--- config.mk ---
export PLATFORM = sky130hd
export DESIGN_NAME = i2s_audio_tx
export DESIGN_NICKNAME = d
export VERILOG_FILES = /design/src/rtl/i2s_audio_tx.sv
export SDC_FILE = /design/constraint.sdc
export NUM_CORES = 1
export LEC_CHECK = 0
export ABC_AREA = 1
export BUFFER_PORTS_ARGS = -buffer_cell sky130_fd_sc_hd__buf_2
export CORE_MARGIN = 5
export CORE_UTILIZATION = 58
export CTS_BUF_LIST = sky130_fd_sc_hd__clkbuf_8 sky130_fd_sc_hd__clkbuf_16
export DETAILED_ROUTE_END_ITERATION = 8
export PLACE_DENSITY = 0.84
export SKIP_CTS_REPAIR_TIMING = 1
export SYNTH_ARGS = -nofsm -noshare
export SYNTH_HDL_FRONTEND = slang
export SYNTH_SLANG_ARGS = --single-unit
--- constraint.sdc ---
create_clock -name clk -period 4.54 [get_ports clk]
set_input_delay 0.908 -clock clk [delete_from_list [all_inputs] [get_ports clk]]
set_output_delay 0.908 -clock clk [all_outputs]
set_load 0.1 [all_outputs]
--- src/rtl/i2s_audio_tx.sv ---
// I2S audio transmitter: 16-bit stereo, codec clocks derived from one frame counter.
// Latency: samples latched at the frame's last cycle appear from the left MSB of the next frame.
// Backpressure: none; inputs are sampled only in the sample_ack cycle.
//
// Ports:
//   clk          single clock, rising edge
//   reset        synchronous active-high reset
//   sample_l/r   16-bit left/right samples (offset-binary or two's complement, see SIGNED_IN)
//   mute         latch silence instead of the inputs at the latch cycle
//   sample_ack   one-cycle pulse in the cycle the inputs are latched
//   aud_xck      codec master clock (clk/2)
//   aud_bclk     bit clock, low in first half of each bit slot
//   aud_daclrck  word select, low = left, high = right
//   aud_dacdat   serial data, MSB first, one-bit I2S delay
module i2s_audio_tx #(
  parameter int CLK_PER_BIT = 8,
  parameter int SIGNED_IN   = 0
) (
  input  logic        clk,
  input  logic        reset,
  input  logic [15:0] sample_l,
  input  logic [15:0] sample_r,
  input  logic        mute,
  output logic        sample_ack,
  output logic        aud_xck,
  output logic        aud_bclk,
  output logic        aud_daclrck,
  output logic        aud_dacdat
);

  localparam int PW = $clog2(CLK_PER_BIT);
  localparam int CW = PW + 5;
  // Offset-binary to two's complement is a flip of the sign bit.
  localparam logic [15:0] FLIP = (SIGNED_IN == 0) ? 16'h8000 : 16'h0000;

  logic [CW-1:0] cnt_q, cnt_d;
  logic [15:0]   hold_l_q, hold_l_d;
  logic [15:0]   hold_r_q, hold_r_d;
  logic          dacdat_q, dacdat_d;

  logic          phase_end;
  logic          latch;
  logic [3:0]    slot;
  logic          chan;

  assign phase_end = &cnt_q[PW-1:0];
  assign latch     = &cnt_q;
  assign slot      = cnt_q[PW+3:PW];
  assign chan      = cnt_q[CW-1];

  always_comb begin
    cnt_d    = cnt_q + CW'(1);
    hold_l_d = hold_l_q;
    hold_r_d = hold_r_q;
    dacdat_d = dacdat_q;

    if (latch) begin
      if (mute) begin
        hold_l_d = 16'h0000;
        hold_r_d = 16'h0000;
      end else begin
        hold_l_d = sample_l ^ FLIP;
        hold_r_d = sample_r ^ FLIP;
      end
    end

    // Loading at the last phase of slot s puts bit (15-s) on the wire for
    // slot s+1: this gives the one-bit I2S delay. At the all-ones count the
    // right LSB is taken from the old hold value, before the latch lands.
    if (phase_end) begin
      dacdat_d = chan ? hold_r_q[~slot] : hold_l_q[~slot];
    end
  end

  always_ff @(posedge clk) begin
    if (reset) begin
      cnt_q    <= '0;
      hold_l_q <= '0;
      hold_r_q <= '0;
      dacdat_q <= 1'b0;
    end else begin
      cnt_q    <= cnt_d;
      hold_l_q <= hold_l_d;
      hold_r_q <= hold_r_d;
      dacdat_q <= dacdat_d;
    end
  end

  // Gated by reset so a reset landing on the all-ones count does not
  // announce a latch that never happens.
  assign sample_ack  = latch & ~reset;
  assign aud_xck     = cnt_q[0];
  assign aud_bclk    = cnt_q[PW-1];
  assign aud_daclrck = cnt_q[CW-1];
  assign aud_dacdat  = dacdat_q;

endmodule
==> flow_metrics.tcl <==
set metrics [dict create \
    syn_inst 258 \
    synth_area_per_cell_um2 7.721 \
    status "finished clean" \
    fin_util_pct 66.44 \
    power_frac_clock_pct 35.4 \
    r2r_setup_slack_ps 2480 \
    fin_skew_ps 4.952 \
    drc_errors 0 \
    stdcell_area_um2 2217 \
    rsz0062_at_grt "false" \
    hold_path.class "reg2reg" \
    h-tree-depth 2 \
    rows 21 \
    fmax_ghz 0.3284 \
    netSwitchingFraction_pct 22.19 \
    crit_path_max_incr_delay_ps 800 \
    wl_per_cell_um 11.81 \
    fp.dieH_um 68.61 \
    grt_max_degree 38 \
    placed_area_um2 2131 \
    clock_latency_ps 280 \
    ys_warn_count 0 \
    period_needed_ps 3045 \
    antenna_left 0 \
    grt_use_met2_pct 31.23 \
    drt-initial-drc-count 164 \
    synthesis.area_um2 1992 \
    cts_tree "yes" \
    peakVddDrop_v 0.0002044 \
    crit_arrival_ps 2140 \
    power.internal_w 0.0004960 \
    portBuffers 39 \
    crit_type "reg2out" \
    power_leakage_nw 0.9222 \
    powerDensity_nw_per_um2 287.5 \
    endpoint_kind "output pin" \
    layout.cells.non_filler 335 \
    layout-drive-gt1-share_pct 29.07 \
    total_power_w 0.0006374 \
    ios 40 \
    placedCellCount 328 \
    cp_max_fo 19 \
    drv_slew 0 \
    synthToLayoutAreaGrowth_pct 11.31 \
    cts_num_sinks 41 \
    relSlewSlack_pct 47.12 \
    fillers 318 \
    worstMarginPinSlew_ps 792.3 \
    cts_root_buffer "clkbuf_8" \
    r2r_cells 7 \
    start_util_pct 59.69 \
    cp.required_ps 3630 \
    nNetsFinal 326 \
    num_vias 1787 \
    clkTransAtPathRegs_ps 70 \
    syn_nets 295 \
    max-clock-path-buffers 2 \
    reg2reg_to "hold_r_q[15]" \
    hold_end "cnt_q[0]" \
    critPathSlowestCell "dfxtp_1" \
    critical_path.top_delay_family "flip-flops" \
    maxCapViolations 0 \
    setup_violations 0 \
    met3_usage_pct 5.835 \
    post-route-period-util_pct 67.08 \
    gr-total-overflow 0 \
    numCtsBuffers 5 \
    die_w_um 68.61 \
    grt_pass1_vias 1541 \
    track_usage_pct 18.38 \
    firstDrtPassIters 4 \
    switchingPower_w 0.0001414 \
    diodes 0 \
    comb_power_share_pct 7.4 \
    finalWirelength_mm 3.957 \
    dieArea_um2 4707 \
    startpoint_type "flop" \
    tns_ps 0 \
    reg2reg_from "cnt_q[3]" \
    min_from "cnt_q[0]" \
    dp.final_hpwl_mm 2.759 \
    synth_cell_type_count 25 \
    cp_cell_sequence "nand4_2, nor2_2, nand2_1, clkinv_2, nand3_4, inv_1, buf_2" \
    core_um2 3337 \
    ys_ff_latch 41 \
    antenna_found_initial 0 \
    cp_num_buf_inv 3 \
    min_path_cells 1 \
    finalHoldViolCount 0 \
    grt_pass1_wl_mm 6.472 \
    grt_use_met1_pct 21.83 \
    via_per_inst 5.334 \
    synth_seq_area_share_pct 41.21 \
    grt_most_used_layer "met2" \
    seqPwrFrac_pct 57.2 \
    gp_congestion 0.8949 \
]
-- logic make-up after synthesis --
group / after synthesis / synth area share (%)
fa+ha+maj: 2 / 1.256
simple gates: 146 / 32.79
buf+inv: 28 / 8.668
compound gates: 41 / 16.08
flops: 41 / 41.21
-- cells in the mapped netlist --
master	n	area (um2)
nand2_1	75	281.5
nand3_1	59	295.3
dfxtp_1	41	820.8
o21ai_2	29	254.0
buf_6	7	78.83
inv_1	7	26.28
nor2_1	6	22.52
o21ai_0	6	30.03
a21oi_1	3	15.01
buf_1	3	11.26
clkbuf_1	3	11.26
inv_2	3	11.26
buf_4	2	15.01
ha_1	2	25.02
o31ai_1	2	15.01
a31oi_1	1	6.260
buf_2	1	5.000
clkinv_2	1	5.000
inv_6	1	8.760
nand2_2	1	6.260
nand3_4	1	17.52
nand4_2	1	12.51
nor2_2	1	6.260
nor3_1	1	5.000
nor4_1	1	6.260
-- cells in the final DEF, fill, tap and decap left out, types with 2 or more instances in the layout --
cell	n
inv_2	3
inv_1	8
nand2_1	75
ha_1	2
nor2_1	6
a21oi_1	3
dfxtp_1	41
buf_2	39
o21ai_2	29
nand3_1	59
o21ai_0	6
o31ai_1	2
clkbuf_8	6
-- power groups by stage --
| stage | sequential (W) | clock [W] | combinational (W) |
|---|---|---|---|
| 5_1_grt | 0.000364 | 0.000250 | 0.0000526 |
| 3_3_place_gp | 0.000372 | 0 | 0.0000472 |
| 6_report | 0.000364 | 0.000226 | 0.0000473 |
| 2_1_floorplan | 0.000381 | 0 | 0.0000206 |
| 3_5_place_dp | 0.000373 | 0 | 0.0000478 |
| 4_1_cts | 0.000364 | 0.000234 | 0.0000481 |
-- registers in the layout (all words and copies together), names as in the netlist --
| name | flops |
|---|---|
| aud_dacdat | 1 |
| cnt_q | 8 |
| hold_l_q | 16 |
| hold_r_q | 16 |
-- worst max-delay path by stage --
stage / start / endpoint / slack, ps / cells past startpoint
2_1_floorplan: cnt_q[0] / sample_ack / 1020 / 8
3_3_place_gp: reset / sample_ack / 1550 / 5
3_5_place_dp: reset / sample_ack / 1530 / 5
4_1_cts: cnt_q[3] / sample_ack / 1490 / 7
5_1_grt: cnt_q[3] / sample_ack / 1280 / 7
6_report: cnt_q[3] / sample_ack / 1490 / 7
-- through the flow --
stage,worst slack [ps],hold slack (ps)
detailed placement,1534,459.4
floorplan,1024,453.4
global placement,1547,440.7
finish,1495,472.3
CTS,1491,475.1
global route,1282,502.0
-- worst reg2reg max path, cell delays in order (launching register included) --
cell and delay (ps):
dfxtp_1 800, nand4_2 210, nor2_2 140, nand2_1 80, clkinv_2 90, nand2_2 320, nand3_1 210, o31ai_1 90
-- final cells by class --
class	count	area, um2	area share, %
Tap cell	46	57.56	2.596
Multi-Input combinational cell	189	998.5	45.03
Clock inverter	1	3.754	0.1693
Inverter	12	51.30	2.314
Sequential cell	41	820.8	37.02
Clock buffer	6	82.58	3.725
Timing Repair Buffer	40	202.7	9.142
-- routing by layer --
metal | up-vias | part of all wire, %
li1 | 923 | -
met1 | 812 | 41
met2 | 46 | 52
met4 | 0 | 1.2
met5 | - | 0
met3 | 6 | 6.6
(Power assumes the default switching activity.)
